File: config.mk
export PLATFORM = sky130hd
export DESIGN_NAME = buffer_write_arbiter
export DESIGN_NICKNAME = d
export VERILOG_FILES = /design/src/rtl/buf_arb_pkg.sv /design/src/rtl/rr_priority_picker.sv /design/src/rtl/buffer_write_arbiter.sv
export SDC_FILE = /design/constraint.sdc
export NUM_CORES = 1
export LEC_CHECK = 0
export ABC_AREA = 1
export BUFFER_PORTS_ARGS = -buffer_cell sky130_fd_sc_hd__buf_2
export CAP_MARGIN = 10
export CORE_ASPECT_RATIO = 1.4
export CORE_MARGIN = 10
export CORE_UTILIZATION = 48
export DETAILED_ROUTE_END_ITERATION = 10
export PLACE_DENSITY = 0.9
export SYNTH_ARGS = -nofsm -noshare
export SYNTH_HDL_FRONTEND = slang
export SYNTH_SLANG_ARGS = --single-unit
File: constraint.sdc
create_clock -name clk -period 8.4 [get_ports clk]
set_input_delay 0.84 -clock clk [delete_from_list [all_inputs] [get_ports clk]]
set_output_delay 0.84 -clock clk [all_outputs]
set_load 0.02 [all_outputs]
File: src/rtl/buf_arb_pkg.sv
// Shared types and defaults for buffer write-port arbitration.
package buf_arb_pkg;

    localparam int unsigned NUM_REQ_DEFAULT = 4;
    localparam int unsigned REQ_ID_W        = $clog2(NUM_REQ_DEFAULT);

    typedef enum logic {
        ARB_IDLE  = 1'b0,
        ARB_BURST = 1'b1
    } arb_state_e;

endpackage

File: src/rtl/rr_priority_picker.sv
// Rotating-priority picker: first set request at or after ptr, wrapping modulo N.
module rr_priority_picker
    import buf_arb_pkg::*;
#(
    parameter int unsigned N    = NUM_REQ_DEFAULT,
    parameter int unsigned ID_W = REQ_ID_W
) (
    input  logic [N-1:0]    req,
    input  logic [ID_W-1:0] ptr,
    output logic [N-1:0]    grant,
    output logic [ID_W-1:0] id,
    output logic            found
);

    int unsigned idx;

    always_comb begin
        idx   = 0;
        id    = '0;
        found = 1'b0;
        for (int unsigned k = 0; k < N; k++) begin
            idx = (32'(ptr) + k) % N;
            if (!found && req[idx]) begin
                found = 1'b1;
                id    = ID_W'(idx);
            end
        end
        grant = found ? (N'(1) << id) : '0;
    end

endmodule

File: src/rtl/buffer_write_arbiter.sv
// Weighted round-robin arbiter sharing one circular-buffer write port among NUM_REQ producers.
module buffer_write_arbiter
    import buf_arb_pkg::*;
#(
    parameter int unsigned  NUM_REQ  = NUM_REQ_DEFAULT,
    parameter type          T        = logic [31:0],
    parameter int unsigned  WEIGHT_W = 3,
    parameter int unsigned  CNT_W    = 16,
    localparam int unsigned ID_W     = $clog2(NUM_REQ)
) (
    input  logic                             clk,
    input  logic                             reset,
    input  logic                             flush,
    input  logic [NUM_REQ-1:0]               req_valid,
    input  T                                 req_data [NUM_REQ],
    output logic [NUM_REQ-1:0]               req_ready,
    input  logic [NUM_REQ-1:0][WEIGHT_W-1:0] cfg_weight,
    input  logic                             buf_full,
    output logic                             buf_write_en,
    output T                                 buf_write_data,
    output logic [ID_W-1:0]                  grant_id,
    output logic [NUM_REQ-1:0][CNT_W-1:0]    grant_cnt
);

    function automatic logic [ID_W-1:0] next_id(input logic [ID_W-1:0] id);
        return (32'(id) == NUM_REQ - 1) ? '0 : ID_W'(32'(id) + 1);
    endfunction

    function automatic logic [WEIGHT_W-1:0] eff_weight(input logic [WEIGHT_W-1:0] w);
        return (w == '0) ? WEIGHT_W'(1) : w;
    endfunction

    arb_state_e                    state_q, state_d;
    logic [ID_W-1:0]               owner_q, owner_d;
    logic [ID_W-1:0]               rr_ptr_q, rr_ptr_d;
    logic [ID_W-1:0]               last_id_q, last_id_d;
    logic [WEIGHT_W-1:0]           burst_cnt_q, burst_cnt_d;
    logic [WEIGHT_W-1:0]           weight_q, weight_d;
    logic [NUM_REQ-1:0][CNT_W-1:0] cnt_q, cnt_d;

    logic               blocked, keep_owner, pick_found, beat;
    logic [ID_W-1:0]    pick_ptr, pick_id, win_id;
    logic [NUM_REQ-1:0] pick_oh;

    // An owner that drops valid mid-burst hands priority to the next index in the same cycle.
    assign blocked    = !reset || flush || buf_full;
    assign keep_owner = (state_q == ARB_BURST) && req_valid[owner_q];
    assign pick_ptr   = (state_q == ARB_BURST) ? next_id(owner_q) : rr_ptr_q;

    rr_priority_picker #(
        .N    (NUM_REQ),
        .ID_W (ID_W)
    ) u_picker (
        .req   (req_valid),
        .ptr   (pick_ptr),
        .grant (pick_oh),
        .id    (pick_id),
        .found (pick_found)
    );

    assign win_id         = keep_owner ? owner_q : pick_id;
    assign beat           = (keep_owner || pick_found) && !blocked;
    assign req_ready      = beat ? (keep_owner ? (NUM_REQ'(1) << owner_q) : pick_oh) : '0;
    assign buf_write_en   = |(req_valid & req_ready);
    assign buf_write_data = req_data[win_id];
    assign grant_id       = beat ? win_id : last_id_q;
    assign grant_cnt      = cnt_q;

    // Tenure tracking, round-robin pointer and saturating beat counters.
    always_comb begin
        state_d     = state_q;
        owner_d     = owner_q;
        rr_ptr_d    = rr_ptr_q;
        burst_cnt_d = burst_cnt_q;
        weight_d    = weight_q;
        last_id_d   = grant_id;
        cnt_d       = cnt_q;

        for (int i = 0; i < int'(NUM_REQ); i++) begin
            if (beat && win_id == ID_W'(i) && cnt_q[i] != '1) begin
                cnt_d[i] = cnt_q[i] + CNT_W'(1);
            end
        end

        if (flush) begin
            state_d     = ARB_IDLE;
            rr_ptr_d    = '0;
            burst_cnt_d = '0;
        end else if (!buf_full) begin
            if (keep_owner) begin
                burst_cnt_d = burst_cnt_q + WEIGHT_W'(1);
                if (burst_cnt_d >= weight_q) begin
                    state_d  = ARB_IDLE;
                    rr_ptr_d = next_id(owner_q);
                end
            end else begin
                if (state_q == ARB_BURST) begin
                    state_d  = ARB_IDLE;
                    rr_ptr_d = next_id(owner_q);
                end
                if (pick_found) begin
                    owner_d     = pick_id;
                    burst_cnt_d = WEIGHT_W'(1);
                    weight_d    = eff_weight(cfg_weight[pick_id]);
                    if (weight_d > WEIGHT_W'(1)) begin
                        state_d = ARB_BURST;
                    end else begin
                        state_d  = ARB_IDLE;
                        rr_ptr_d = next_id(pick_id);
                    end
                end
            end
        end
    end

    always_ff @(posedge clk) begin
        if (!reset) begin
            state_q     <= ARB_IDLE;
            owner_q     <= '0;
            rr_ptr_q    <= '0;
            last_id_q   <= '0;
            burst_cnt_q <= '0;
            weight_q    <= '0;
            cnt_q       <= '0;
        end else begin
            state_q     <= state_d;
            owner_q     <= owner_d;
            rr_ptr_q    <= rr_ptr_d;
            last_id_q   <= last_id_d;
            burst_cnt_q <= burst_cnt_d;
            weight_q    <= weight_d;
            cnt_q       <= cnt_d;
        end
    end

endmodule
==> metrics.txt <==
Final GP Congestion=1.02; most used flip-flop cell after synthesis=dfxtp_1; post-synthesis cell area=about 0.0058 mm^2; vias=7,039; Max Clock Skew=about 5.2 ps; Worst Setup EP=buf_write_data[4]; Worst Path Arrival=4160 ps; Syn Area/Cell=approximately 6.3 um^2; # H-tree levels=3; initial DRC count=600; sequential fraction of the synthesis area=26.8%; Max Slew Vio Count=0; Synth cell types=39; hold buffers post-CTS=0; worst reg2reg setup slack=4580 ps; Setup violations, final=0; Post-synth EDFFs=0; postcts setup bufs=0; clock buffer depth=2; Tcrit/Tclk final=59.5%; Hold Vio Cnt, Final=0; Net Count, Synth=1,077; power per cell area=around 270 mW/mm^2; residual DRC count=0; top post-synthesis cells by area=dfxtp_1 (27%), nand2_1 (20%), a21oi_1 (6.2%); CP Launch Point=owner_q[0]; clock slew at reported path FFs=~60 ps; total core area=between 0.01 and 0.015 mm^2; leakage power=roughly 3.4 nW; Initial DRT Pass Iterations=5; max_cap viols=0; die width=113 um; Worst Tran Pin Value=1140 ps; CTS tree=yes; startpoint types=flop; die area=0.0168 mm^2; largest net degree at the start of global routing=43; first-pass GRT wire length=35,400 um; area fraction of the dominant cell type after synthesis=26.8%; Avg WL per Cell=17.8 um; worst skew pair latency=approximately 330 ps; Critical Path RT=7560 ps; RSZ-0062 raised after global routing=false; post-layout min period=5000 ps; number of global-route vias before repair=~6,800; Post-Layout Inst Area=0.00738 mm^2; Worst R2R Path Depth=22; maximum VDD drop=0.156 mV; area leader, netlist=dfxtp_1; relative slew slack=23.6%; final setup TNS=0 ps; Commonest cells post-synth=nand2_1 (300), inv_1 (82), dfxtp_1 (77), a21oi_1 (71), nand3_1 (71); total power=approximately 2.0 mW; number of core rows=47; Root Buffer=clkbuf_16; Overflow after GRT=0; I/O Pins=251; Setup CP Type=flop to output pin; f_max=roughly 200 MHz; yosys warns=0; count of input and output buffers=250; status=complete, no violations; Post-Syn Instances=913; Initial Util=48.9%; area grow syn2layout=28.3%; worst flop-to-flop path endpoint=grant_cnt[3]; Total GRT Usage=26.0%; fraction of layout cells with a size suffix above 1=27.0%; Tightest Hold Check Type=flop to flop; Num CTS Buffers=9; critical-path maximum fanout=32; Async SR Flop Fraction=0%; post_cts resized=0; final WL=23,200 um; antenna violations before repair=9; antenna violation net count after detailed routing=0; Seq cells post-synth=77; top-count cell post-synth=nand2_1; Die Ht=between 100 and 150 um; HPWL Detailed=18,900 um; CTS sink cnt=77; vias per cell=5.40; Post-Place Cell Area=~0.0070 mm^2; fin nets=1,310; R2R Path Start=owner_q[0]; Setup crit end kind=output pin
[sequential cells by signal, indices dropped and copies added, names as in the netlist]
| register | count |
|---|---|
| last_id_q | 2 |
| burst_cnt_q | 3 |
| state_q | 1 |
| grant_cnt | 64 |
| weight_q | 3 |
| rr_ptr_q | 2 |
| owner_q | 2 |
[stage by stage]
| stage | worst slack, ps | utilization [%] | cells | hold slack [ps] |
|---|---|---|---|---|
| finish | 3400 | 62.8 | 1303 | 465 |
| global route | 2940 | 62.7 | 1300 | 492 |
| CTS | 3450 | 62.7 | 1298 | 466 |
| detailed placement | 3770 | 59.9 | 1282 | 454 |
| global placement | 3860 | 59.9 | 1282 | 454 |
| floorplan | 4740 | - | 913 | 439 |
[critical path, stage by stage (launching register included)]
cell	delay, ps
dfxtp_1	430
inv_1	150
ha_1	350
inv_1	70
nand2_1	40
nand2_1	240
nand2_1	80
nand2_1	120
nand2_1	100
nand2_4	100
nand3_2	80
nand2_1	70
nand2_1	70
nand2_2	80
nand2_4	80
o21ai_4	270
nand2_2	110
inv_1	740
a22oi_1	230
nand3_1	190
buf_2	190
[worst min path at each step]
stage                   start             end  slack [ps]  cells after the start
2_1_floorplan    last_id_q[0]    last_id_q[0]         440                      2
3_3_place_gp   burst_cnt_q[1]  burst_cnt_q[1]         450                      2
3_5_place_dp     last_id_q[1]    last_id_q[1]         450                      2
4_1_cts          last_id_q[1]    last_id_q[1]         470                      2
5_1_grt          last_id_q[0]    last_id_q[0]         490                      2
6_report         last_id_q[0]    last_id_q[0]         460                      2
[cell usage in the layout, fill, tap and decap left out, types with 21 or more instances in the layout]
master,Yosys,final
buf_2,15,250
nand3_1,71,71
o21ai_0,30,30
inv_1,82,82
nand2_1,300,300
nor3_1,27,27
dfxtp_1,77,77
xor2_1,25,25
nor2_1,58,56
nand4_1,25,25
a21oi_1,71,71
a22oi_1,21,21
[layer usage]
metal / track usage, % / vias to the layer above / share of wire (%)
li1: - / 3475 / -
met1: 28.2 / 3182 / 38
met2: 44.3 / 308 / 48
met3: 9.74 / 62 / 11
met4: 11.3 / 12 / 3.5
met5: 0 / - / 0.37
[logic make-up (layout without fill, tap and decap cells)]
logic type,count (synthesis),in the layout,share of synthesized area (%)
simple gates,525,525,41.4
compound gates,135,135,13.4
buf+inv,120,358,8.79
flops,77,77,26.8
fa+ha+maj,16,16,3.48
other cells,0,5,0
xor+xnor,40,40,6.09
[final cells by class]
class,instances,area [um^2]
antenna,5,12.5
tap,147,184
clock inverter,4,70.1
multi-input combinational,716,3710
inverter,90,340
fill,1143,4380
clock buffer,12,256
sequential,77,1540
timing repair buffer,252,1270
[where the power goes]
| group | total, mW | switching [mW] | internal [mW] |
|---|---|---|---|
| clock | 0.421 | 0.146 | 0.275 |
| sequential | 0.388 | 0.0113 | 0.377 |
| combinational | 1.18 | 0.828 | 0.349 |
Note: power is estimated with default switching activity, not from simulation.
